## config.mk

```make
export PLATFORM = sky130hd
export DESIGN_NAME = rc4_ksa_ctrl_flat
export DESIGN_NICKNAME = d
export VERILOG_FILES = /design/src/rtl/rc4_ksa_ctrl_if.sv /design/src/rtl/rc4_ksa_ctrl.sv /design/src/flat_wrapper.sv
export SDC_FILE = /design/constraint.sdc
export NUM_CORES = 1
export LEC_CHECK = 0
export CAP_MARGIN = 20
export CORE_MARGIN = 5
export CORE_UTILIZATION = 50
export DETAILED_ROUTE_END_ITERATION = 7
export PLACE_DENSITY_LB_ADDON = 0.25
export RECOVER_POWER = 25
export SLEW_MARGIN = 20
export SYNTH_ARGS = -nofsm -noshare
export SYNTH_HDL_FRONTEND = slang
export SYNTH_SLANG_ARGS = --single-unit
```

## constraint.sdc

```tcl
create_clock -name clk -period 8.2 [get_ports clk]
set_clock_uncertainty 0.15 [all_clocks]
set_input_delay 1.23 -clock clk [delete_from_list [all_inputs] [get_ports clk]]
set_output_delay 1.23 -clock clk [all_outputs]
set_load 0.02 [all_outputs]
```

## src/rtl/rc4_ksa_ctrl_if.sv

```systemverilog
// S-box SRAM port bundle for the RC4 key-scheduling controller.
// master: the controller driving address/strobes; slave: the SRAM model/macro.
interface rc4_ksa_ctrl_if;
    logic [7:0] sram_addr_o;
    logic       sram_re_o;
    logic [7:0] sram_rdata_i;
    logic       sram_we_o;
    logic [7:0] sram_wdata_o;

    modport master (
        output sram_addr_o,
        output sram_re_o,
        output sram_we_o,
        output sram_wdata_o,
        input  sram_rdata_i
    );

    modport slave (
        input  sram_addr_o,
        input  sram_re_o,
        input  sram_we_o,
        input  sram_wdata_o,
        output sram_rdata_i
    );
endinterface

```

## src/rtl/rc4_ksa_ctrl.sv

```systemverilog
// RC4 key-scheduling algorithm (KSA) controller.
// Walks a 256-byte S-box held in an external single-port SRAM with a
// one-cycle read latency: optional identity fill (INIT), then 256
// iterations of read S[i], read S[j'], write S[i], write S[j] (4 cycles each).
// Each new j is offered on locEnd_o with a one-cycle store_loc_o strobe.
// Build option: define KSA_INIT_BYPASS_EN to drop the INIT phase when the
// S-box is already known to hold the identity permutation.
module rc4_ksa_ctrl (
    input  logic                  clk,
    input  logic                  rst,
    input  logic                  start_i,
    input  logic [5:0]            key_len_i,
    output logic [4:0]            key_addr_o,
    input  logic [7:0]            key_byte_i,
    rc4_ksa_ctrl_if.master        sram,
    output logic [7:0]            locEnd_o,
    output logic                  store_loc_o,
    output logic                  busy_o,
    output logic                  done_o,
    output logic                  err_o
);

    typedef enum logic [2:0] {
        S_IDLE,
        S_INIT,
        S_RD_I,
        S_RD_J,
        S_WR_I,
        S_WR_J,
        S_DONE
    } state_t;

    state_t     state_q, state_d;
    logic [7:0] i_q;
    logic [7:0] j_q;
    logic [4:0] k_q;
    logic [7:0] si_q;
    logic [5:0] len_q;
    logic       err_q;

    logic       start_ok;
    logic       k_last;
    logic [7:0] j_next;

    // A legal start request; start_i is only honoured in IDLE.
    assign start_ok = start_i && (key_len_i != 6'd0);
    // k wraps on the latched length so key_len_i may change mid-run.
    assign k_last   = ({1'b0, k_q} == (len_q - 6'd1));
    // S[i] arrives from the RD_I read during RD_J; sum wraps modulo 256.
    assign j_next   = j_q + sram.sram_rdata_i + key_byte_i;

    assign key_addr_o = k_q;
    assign err_o      = err_q;

    // State register and datapath registers (i, j, k, si, latched length).
    // NOTE: sequential state uses non-blocking assignments so every register
    // samples the values from before the clock edge.
    always_ff @(posedge clk) begin
        if (rst) begin
            state_q <= S_IDLE;
            i_q     <= 8'd0;
            j_q     <= 8'd0;
            k_q     <= 5'd0;
            si_q    <= 8'd0;
            len_q   <= 6'd0;
            err_q   <= 1'b0;
        end else begin
            state_q <= state_d;
            err_q   <= (state_q == S_IDLE) && start_i && (key_len_i == 6'd0);
            case (state_q)
                S_IDLE: begin
                    if (start_ok) begin
                        len_q <= key_len_i;
                        i_q   <= 8'd0;
                        j_q   <= 8'd0;
                        k_q   <= 5'd0;
                    end
                end
                S_INIT: begin
                    // Wraps 255 -> 0, which leaves i cleared for RD_I.
                    i_q <= i_q + 8'd1;
                end
                S_RD_J: begin
                    si_q <= sram.sram_rdata_i;
                    j_q  <= j_next;
                end
                S_WR_J: begin
                    if (i_q != 8'd255) begin
                        i_q <= i_q + 8'd1;
                        k_q <= k_last ? 5'd0 : (k_q + 5'd1);
                    end
                end
                default: ;
            endcase
        end
    end

    // Next-state decode and SRAM / locSafe strobes for the current state.
    // NOTE: every signal written here is given a default first, so no path
    // leaves it unassigned and no latch is inferred.
    always_comb begin
        state_d           = state_q;
        sram.sram_addr_o  = 8'd0;
        sram.sram_re_o    = 1'b0;
        sram.sram_we_o    = 1'b0;
        sram.sram_wdata_o = 8'd0;
        locEnd_o          = 8'd0;
        store_loc_o       = 1'b0;
        busy_o            = 1'b1;
        done_o            = 1'b0;
        case (state_q)
            S_IDLE: begin
                busy_o = 1'b0;
                if (start_ok) begin
`ifdef KSA_INIT_BYPASS_EN
                    state_d = S_RD_I;
`else
                    state_d = S_INIT;
`endif
                end
            end
            S_INIT: begin
                sram.sram_we_o    = 1'b1;
                sram.sram_addr_o  = i_q;
                sram.sram_wdata_o = i_q;
                if (i_q == 8'd255) state_d = S_RD_I;
            end
            S_RD_I: begin
                sram.sram_re_o   = 1'b1;
                sram.sram_addr_o = i_q;
                state_d          = S_RD_J;
            end
            S_RD_J: begin
                locEnd_o         = j_next;
                store_loc_o      = 1'b1;
                sram.sram_re_o   = 1'b1;
                sram.sram_addr_o = j_next;
                state_d          = S_WR_I;
            end
            S_WR_I: begin
                // S[j] is on the read bus this cycle and is written straight
                // back to S[i]; it is never needed again, so it is not held.
                sram.sram_we_o    = 1'b1;
                sram.sram_addr_o  = i_q;
                sram.sram_wdata_o = sram.sram_rdata_i;
                state_d           = S_WR_J;
            end
            S_WR_J: begin
                // With i == j both writes still happen; the second rewrites
                // the same original S[i] value, so the S-box stays correct.
                sram.sram_we_o    = 1'b1;
                sram.sram_addr_o  = j_q;
                sram.sram_wdata_o = si_q;
                state_d           = (i_q == 8'd255) ? S_DONE : S_RD_I;
            end
            S_DONE: begin
                done_o  = 1'b1;
                state_d = S_IDLE;
            end
            default: begin
                state_d = S_IDLE;
            end
        endcase
    end

endmodule

```

## src/flat_wrapper.sv

```systemverilog
// flat-port wrapper written by rule: the top's interface ports become plain ports
module rc4_ksa_ctrl_flat 
  (clk, rst, start_i, key_len_i, key_addr_o, key_byte_i, locEnd_o, store_loc_o, busy_o, done_o, err_o, sram_sram_addr_o, sram_sram_re_o, sram_sram_we_o, sram_sram_wdata_o, sram_sram_rdata_i);
  rc4_ksa_ctrl_if sram_i ();
  input  logic clk;
  input  logic rst;
  input  logic start_i;
  input  logic [5:0] key_len_i;
  output logic [4:0] key_addr_o;
  input  logic [7:0] key_byte_i;
  output logic [7:0] locEnd_o;
  output logic store_loc_o;
  output logic busy_o;
  output logic done_o;
  output logic err_o;
  output wire logic [$bits(sram_i.sram_addr_o)-1:0] sram_sram_addr_o;
  output wire logic [$bits(sram_i.sram_re_o)-1:0] sram_sram_re_o;
  output wire logic [$bits(sram_i.sram_we_o)-1:0] sram_sram_we_o;
  output wire logic [$bits(sram_i.sram_wdata_o)-1:0] sram_sram_wdata_o;
  input wire logic [$bits(sram_i.sram_rdata_i)-1:0] sram_sram_rdata_i;
  assign sram_sram_addr_o = sram_i.sram_addr_o;
  assign sram_sram_re_o = sram_i.sram_re_o;
  assign sram_sram_we_o = sram_i.sram_we_o;
  assign sram_sram_wdata_o = sram_i.sram_wdata_o;
  assign sram_i.sram_rdata_i = sram_sram_rdata_i;
  rc4_ksa_ctrl u_core (.clk(clk), .rst(rst), .start_i(start_i), .key_len_i(key_len_i), .key_addr_o(key_addr_o), .key_byte_i(key_byte_i), .sram(sram_i), .locEnd_o(locEnd_o), .store_loc_o(store_loc_o), .busy_o(busy_o), .done_o(done_o), .err_o(err_o));
endmodule
```

# == Yosys cells after proc, flatten, opt, wreduce, memory -nomap -nowiden ==
# Cells that the tools add are included.
# totals
register_bits,39
latchBits,0
ram_bits,0
romBits,0
wordCells,61
mem_count,0
# op_classes
addsub,5
multipliers,0
n_div,0
order_cmp,0
n_eq_ne,12
n_shift,0
muxes,20
bitwise,0
reduce_logical,17
# ops
op,n
$pmux W8 S3,3
$mux W8,3
$pmux W3 S6,1
$add A8 B8 Y8,2
$pmux W8 S2,1
$mux W5,3
$pmux W5 S2,1
$eq A3 B3 Y1 const B,3
$mux W3,3
$add A8 B1 Y8 const B,1
$eq A8 B8 Y1 const B,1
$ne A8 B8 Y1 const B,1
$eq A3 B2 Y1 const B,2
$eq A5 B6 Y1,1
$logic_not A6 Y1,1
$ne A2 B1 Y1 const B,3
$reduce_and A2 Y1,3
$reduce_and A3 Y1,2
$reduce_bool A6 Y1,1
$reduce_or A3 Y1,2
$sub A6 B1 Y6 const B,1
$add A5 B1 Y5 const B,1
$mux W1,5
$reduce_bool A2 Y1,2
other kinds (5),7

# == Longest topological paths before layout ==
# Gate-level depths: netlist of the first run.
# logic_depth
word_depth,5
mapped_depth,9
ltp_nobuf,9

# == Worst setup path after synthesis of the first run ==
# No wires, ideal clock.
# synth_path
path_kind,in2out
from,in sram_sram_rdata_i[1]
to,out sram_sram_addr_o[5]
t_arrival_ps,3515
required_time_ps,6820
path_slack_ps,3305
cell_stages,8
path_buffers,0
cell_sequence,fa_1 -> ha_1 -> inv_1 -> fa_1 -> nor2b_1 -> o21ai_0 -> a211oi_1 -> a211o_1
# synth_via
elab_chain_len,3
# synth_rtl
element,line_no,text
start: declaration,flat_wrapper.sv:20,input wire logic [$bits(sram_i.sram_rdata_i)-1:0] sram_sram_rdata_i;
$add A8 B8 Y8 (2 in series),rc4_ksa_ctrl.sv:50,assign j_next = j_q + sram.sram_rdata_i + key_byte_i;
$pmux W8 S3,rc4_ksa_ctrl.sv:111,case (state_q)
end: declaration,flat_wrapper.sv:16,output wire logic [$bits(sram_i.sram_addr_o)-1:0] sram_sram_addr_o;
# No other way between the ends.

# == Worst setup path in the final report of the first run ==
# layout_path
from,in sram_sram_rdata_i[1]
to,out sram_sram_addr_o[7]
# The elaborated chain is that of the path after synthesis.

==> results.tsv, run 1 <==
metric	value	unit
run status	finished clean	
number of flops mapped to enable cells by yosys	0	
max-capacitance violation count	0	
Power Total	435	uW
final HPWL from detailed placement	5250	um
cell depth of the worst flop-to-flop path	5	
routability congestion estimate from global placement	0.846	
crit path max fanout	3	
min cycle time layout	5.83	ns
Resize count post-CTS	0	
Net Sw Power	124	uW
Syn-to-layout area delta	24.6	%
Hold Path Origin	u_core.si_q[2]	
maximum single-stage delay on the critical path	0.61	ns
post-route DRC violation count	0	
number of fillers in the final layout	493	
number of cells after detailed placement	479	
sequential share of power	45.3	%
Hold Fails Final Rpt	0	
element type at the critical path start	input pin	
reg2reg setup slack	5.27	ns
Critical Path Slowest Stage Cell	sky130_fd_sc_hd__clkdlybuf4s50_1	
switching part of the total power	28.5	%
Fmax	0.172	GHz
count of antenna-violating nets left after detailed routing	0	
count of hold-fix buffers inserted at cts	0	
average detailed-routed wire length per instance	15.0	um
I/O pins	60	
share of total power in combinational logic	20.8	%
post-synth net total	409	
launching point of the worst reg2reg path	u_core.state_q[1]	
Max Slew Vio Count	0	
Final Net Count	456	
antenna violations before repair	0	
vias in the first global route	2595	
remaining global-route overflow	0	
fraction of layout instances using a drive strength above 1	7.23	%
commonest register cell after synthesis	sky130_fd_sc_hd__dfxtp_1	
Yosys warning total	0	
clock tree from TritonCTS	done	
relative contribution of the clock network to total power	33.9	%
via/cell ratio	5.62	
count of input and output buffers	59	
setup slack after layout	2.37	ns
number of DRC violations after detailed-routing iteration 0	207	
Mean Syn Cell Area	7.74	um2
buffers plus inverters on the worst setup path	3	
Hold/Removal Path Class	flop to flop	
synthesized area	2840	um2
number of iterations in the first detailed-routing pass	4	
Worst Hold Path EP	u_core.si_q[2]	
critical path arrival	4.45	ns
global-route wire length before repair	12300	um
total negative slack for setup checks	0	ns
number of cells in the finished layout apart from fillers	487	
hold depth	2	
clock tree root driver cell	sky130_fd_sc_hd__clkbuf_8	
CTS Buffer Depth	2	
Peak VDD IR	0.0845	mV
y dimension of the die	85.4	um
flop and latch count out of synthesis	39	
final setup violation count	0	
insertion delay to the later sink of the worst-skew pair	0.30	ns
Pwr per Cell Area	123	nW/um2
postcts setup bufs	0	
die width	85.4	um
setup repair after global routing missed its margin	false	
total die area	7290	um2
largest net degree at the start of global routing	46	
required time at the worst-slack endpoint	6.82	ns
via count	2737	
core box area	5510	um2
total wire length after detailed routing	7310	um
fraction of the yosys area taken by sequential cells	27.5	%
Rel. slew slack	36.1	%
clock transition at the registers of the reported paths	0.07	ns
leakage power figure	1.29	nW
starting density of the core	51.6	%
final cycle utilization of the critical path	71.1	%
synth unique cells	50	
clock sinks	39	
Cell Chain, Critical Path	clkdlybuf4s50_1 -> fa_1 -> ha_1 -> inv_1 -> fa_1 -> nor2b_1 -> o31a_1 -> o21ai_0 -> a211o_1 -> nand3_1 -> clkdlybuf4s50_1	
total global-route track usage	20.5	%
RR Endpoint	u_core.key_addr_o[4]	
Tightest Pin Transition	0.959	ns
crit path kind	input pin to output port	
Place WS	2.40	ns
Inserted Clock Buffers	5	
Synth async-reset ratio	0	%
kind of cell adding the most delay to the critical path	buffers and inverters	
number of rows created at floorplan	27	
H-tree levels	2	
Antenna Diode Count	0	
synthesized instance count	367	
P_int	311	uW
sort of element at the end of the critical path	output port	
cells in the mapped netlist (3+ instances only):
cell type / instances / area, um2
sky130_fd_sc_hd__a31oi_1: 7 / 43.8
sky130_fd_sc_hd__fa_1: 8 / 160
sky130_fd_sc_hd__nor2_1: 45 / 169
sky130_fd_sc_hd__nor3_1: 6 / 30.0
sky130_fd_sc_hd__mux2_2: 10 / 113
sky130_fd_sc_hd__buf_1: 3 / 11.3
sky130_fd_sc_hd__a211oi_2: 3 / 37.5
sky130_fd_sc_hd__buf_2: 5 / 25.0
sky130_fd_sc_hd__nand2_1: 54 / 203
sky130_fd_sc_hd__nand3_1: 9 / 45.0
sky130_fd_sc_hd__nor2b_1: 14 / 87.6
sky130_fd_sc_hd__ha_1: 9 / 113
sky130_fd_sc_hd__xnor2_1: 15 / 131
sky130_fd_sc_hd__and3_1: 3 / 18.8
sky130_fd_sc_hd__mux2i_1: 8 / 80.1
sky130_fd_sc_hd__nor4_1: 4 / 25.0
sky130_fd_sc_hd__dfxtp_1: 39 / 781
sky130_fd_sc_hd__clkbuf_1: 13 / 48.8
sky130_fd_sc_hd__a21oi_1: 48 / 240
sky130_fd_sc_hd__inv_1: 13 / 48.8
sky130_fd_sc_hd__o21ai_0: 10 / 50.1
sky130_fd_sc_hd__nand4_1: 4 / 25.0
area by class of cell:
class | instances | area (um2) | area share [%]
timing repair buffer | 63 | 617 | 17.4
sequential | 39 | 781 | 22.1
multi-input combinational | 291 | 1900 | 53.7
inverter | 14 | 52.6 | 1.48
clock buffer | 8 | 100 | 2.83
tap | 72 | 90.1 | 2.55
how the worst max path moves through the flow:
stage	start	to	slack [ns]	cells after the start
after global routing	sram_sram_rdata_i[1]	locEnd_o[7]	2.23	11
final	sram_sram_rdata_i[1]	sram_sram_addr_o[7]	2.37	11
after floorplan	sram_sram_rdata_i[1]	sram_sram_addr_o[5]	3.31	8
after global placement	sram_sram_rdata_i[1]	sram_sram_addr_o[7]	2.45	11
after detailed placement	sram_sram_rdata_i[1]	locEnd_o[7]	2.40	11
after CTS	sram_sram_rdata_i[1]	locEnd_o[7]	2.38	11
logic make-up (layout without fill, tap and decap cells):
kind of cell / count (synthesis) / count (layout) / share of synthesized area (%)
and+or+nand+nor: 150 / 150 / 25.5
adders and majority gates: 17 / 17 / 9.60
DFF: 39 / 39 / 27.5
xor gates and xnor gates: 16 / 16 / 4.93
muxes: 18 / 18 / 6.78
AOI/OAI and AO/OA: 90 / 90 / 20.1
buffers and inverters: 37 / 85 / 5.64
metal layers:
layer	share of wire (%)	GRT usage (%)	wire [um]	vias to the layer above
li1	-	-	-	1368
met1	45	27.8	3320	1281
met4	1.5	7.63	112	0
met5	0	0	0	-
met2	47	32.8	3470	76
met3	5.7	3.20	415	12
stage by stage:
stage	hold slack (ns)	util, %	instance area (um2)
after floorplan	0.283	-	2840
after global placement	0.291	62.5	3440
after detailed placement	0.296	62.5	3440
after CTS	0.307	64.3	3540
after global routing	0.328	64.3	3540
final	0.306	64.3	3540
tightest hold or removal path: stages (launching register included):
cell and delay [ns]:
sky130_fd_sc_hd__dfxtp_1 0.31, sky130_fd_sc_hd__nand2_1 0.05, sky130_fd_sc_hd__a21oi_1 0.05
cell usage in the layout (no fill, tap or decap), drive strengths merged, types with 8 or more instances in the layout:
master / n
clkbuf: 9
fa: 8
a21oi: 48
mux2i: 8
nor2b: 14
mux2: 10
nor2: 45
o21ai: 10
dfxtp: 39
ha: 9
nand2: 55
inv: 13
nand3: 9
clkdlybuf4s50: 52
xnor2: 15
power by group through the flow:
stage / registers [mW] / clock network [mW] / logic [mW]
CTS: 0.197 / 0.148 / 0.0905
detailed placement: 0.201 / 0 / 0.0904
global route: 0.198 / 0.156 / 0.0991
floorplan: 0.201 / 0 / 0.0619
finish: 0.197 / 0.147 / 0.0905
global placement: 0.201 / 0 / 0.0886
sequential cells by signal, indices dropped and copies added (netlist names):
| signal | flops |
|---|---|
| u_core.j_q | 8 |
| u_core.si_q | 8 |
| u_core.key_addr_o | 5 |
| u_core.state_q | 3 |
| u_core.i_q | 8 |
| u_core.len_q | 6 |
| u_core.err_o | 1 |
Power figures use the tool's default switching activity.
==> run 2: changes to the inputs <==
CORE_UTILIZATION = 47   (was 50)
clock period = 4.7 ns   (was 8.2 ns; I/O delays follow)
==> run 2 against run 1 <==
Against the previous run: combinational power is 73% higher; sequential share of layout area is 0.078 points lower; die area is 5.6% higher; register-to-register slack worse by 3.4 ns; routed wire length is 2.3% higher; sequential power is 76% higher; flip-flop and latch count stayed put; final cell count is 1.2% higher; setup slack worse by 2.2 ns; critical path type unchanged; critical endpoint is now sram_sram_addr_o[5].
==> results.tsv, run 2 (synthesized netlist as in run 1, its figures left out) <==
metric	value	unit
number of rows created at floorplan	28	
Max Slew Vio Count	0	
Hold Fails Final Rpt	0	
launching point of the worst reg2reg path	u_core.state_q[0]	
setup slack after layout	0.133	ns
Antenna Diode Count	0	
total die area	7700	um2
kind of cell adding the most delay to the critical path	buffers and inverters	
Cell Chain, Critical Path	clkdlybuf4s50_1 -> fa_1 -> ha_1 -> inv_1 -> fa_1 -> nor2b_1 -> o21ai_0 -> a211oi_2 -> a211o_1 -> clkdlybuf4s50_1	
H-tree levels	2	
Inserted Clock Buffers	5	
count of input and output buffers	59	
Peak VDD IR	0.133	mV
clock tree from TritonCTS	done	
critical path arrival	3.71	ns
Post-DP Area	3470	um2
Power Total	725	uW
reg2reg setup slack	1.82	ns
most common cell after layout, fill and taps aside	sky130_fd_sc_hd__nand2_1	
maximum single-stage delay on the critical path	0.60	ns
run status	finished clean	
clock sinks	39	
cell depth of the worst flop-to-flop path	6	
Pwr per Cell Area	204	nW/um2
y dimension of the die	87.7	um
crit path kind	input pin to output port	
total wire length after detailed routing	7480	um
Rel. slew slack	42.8	%
total negative slack for setup checks	0	ns
vias in the first global route	2689	
Worst Hold Path EP	u_core.si_q[5]	
number of DRC violations after detailed-routing iteration 0	159	
Place WS	-0.0288	ns
buffers plus inverters on the worst setup path	3	
average detailed-routed wire length per instance	15.2	um
total global-route track usage	20.0	%
global-route wire length before repair	12400	um
count of hold-fix buffers inserted at cts	0	
final setup violation count	0	
final cycle utilization of the critical path	97.2	%
max-capacitance violation count	0	
Hold/Removal Path Class	flop to flop	
crit path max fanout	3	
hold depth	2	
clock transition at the registers of the reported paths	0.08	ns
antenna violations before repair	0	
biggest registers after layout	u_core.i_q x8, u_core.j_q x8, u_core.si_q x8	
routability congestion estimate from global placement	0.876	
via/cell ratio	5.62	
required time at the worst-slack endpoint	3.85	ns
leakage power figure	1.31	nW
number of iterations in the first detailed-routing pass	4	
RR Endpoint	u_core.j_q[1]	
largest net degree at the start of global routing	33	
Tightest Pin Transition	0.855	ns
final HPWL from detailed placement	5600	um
starting density of the core	48.3	%
Final Net Count	459	
fraction of layout instances using a drive strength above 1	8.37	%
final cell area excluding filler cells	3550	um2
Hold Path Origin	u_core.si_q[5]	
sort of element at the end of the critical path	output port	
most used cells in the layout excluding fill and tap cells	sky130_fd_sc_hd__nand2_1 (54), sky130_fd_sc_hd__clkdlybuf4s50_1 (50), sky130_fd_sc_hd__a21oi_1 (48)	
element type at the critical path start	input pin	
clock tree root driver cell	sky130_fd_sc_hd__clkbuf_8	
setup repair after global routing missed its margin	true	
Syn-to-layout area delta	25.1	%
insertion delay to the later sink of the worst-skew pair	0.29	ns
min cycle time layout	4.57	ns
CTS Buffer Depth	2	
I/O pins	60	
via count	2773	
post-route DRC violation count	0	
die width	87.7	um
core box area	5890	um2
count of antenna-violating nets left after detailed routing	0	
Fmax	0.219	GHz
Critical Path Slowest Stage Cell	sky130_fd_sc_hd__clkdlybuf4s50_1	
remaining global-route overflow	0	
==> run 2: changes by cell type in the layout (fill, tap and decap cells not counted) <==
cell                              delta
sky130_fd_sc_hd__buf_4               +3
sky130_fd_sc_hd__a211oi_1            -1
sky130_fd_sc_hd__clkbuf_1            -1
sky130_fd_sc_hd__clkinv_2            +3
sky130_fd_sc_hd__a211oi_2            +1
sky130_fd_sc_hd__clkbuf_8            -2
sky130_fd_sc_hd__clkdlybuf4s50_1     -2
sky130_fd_sc_hd__dlygate4sd2_1       +2
==> run 2: per-layer routing <==
| metal | track usage [%] | part of all wire, % | up-vias |
|---|---|---|---|
| li1 | - | - | 1371 |
| met1 | 25.3 | 46 | 1335 |
| met2 | 34.4 | 48 | 56 |
| met3 | 3.57 | 4.2 | 11 |
| met4 | 6.42 | 1.7 | 0 |
| met5 | 0 | 0 | - |
==> run 2: final cells by class <==
| type | count | area, um2 |
|---|---|---|
| tap | 75 | 93.8 |
| fill | 566 | 2330 |
| multi-input combinational | 291 | 1900 |
| inverter | 14 | 52.6 |
| sequential | 39 | 781 |
| clock buffer | 5 | 68.8 |
| clock inverter | 3 | 15.0 |
| timing repair buffer | 66 | 637 |
==> run 2: report_power, final <==
group / internal [mW] / leakage [nW] / total (mW) / switching [mW]
sequential: 0.336 / 0.316 / 0.347 / 0.0108
combinational: 0.0729 / 0.951 / 0.157 / 0.0842
clock: 0.102 / 0.0477 / 0.221 / 0.119
total: 0.511 / 1.31 / 0.725 / 0.214
==> run 2: per-stage QoR <==
stage	util, %	hold slack [ns]	std cells
after CTS	60.3	0.313	493
after detailed placement	58.9	0.301	485
after global routing	60.4	0.328	493
after floorplan	-	0.283	367
after global placement	58.9	0.290	485
final	60.4	0.313	493
==> run 2: worst max path at each step <==
stage / start / to / slack (ns) / cells after the start
2_1_floorplan: sram_sram_rdata_i[1] / sram_sram_addr_o[5] / 0.86 / 8
3_3_place_gp: sram_sram_rdata_i[1] / sram_sram_addr_o[7] / 0.008 / 11
3_5_place_dp: sram_sram_rdata_i[1] / sram_sram_addr_o[7] / -0.03 / 11
4_1_cts: sram_sram_rdata_i[1] / sram_sram_addr_o[5] / 0.06 / 10
5_1_grt: sram_sram_rdata_i[1] / sram_sram_addr_o[3] / -0.03 / 10
6_report: sram_sram_rdata_i[1] / sram_sram_addr_o[5] / 0.13 / 10
==> run 2: worst reg2reg max path: cells and delay by family (launching register included) <==
family	cells	cell delay (ns)
and+or+nand+nor	3	0.92
DFF	1	0.71
AOI/OAI and AO/OA	1	0.24
buffers and inverters	2	0.74
==> run 2: what timing repair did <==
item	CTS	global route
resized for setup	2	1
buffers inserted	0	0
endpoints found under the setup margin	2	3
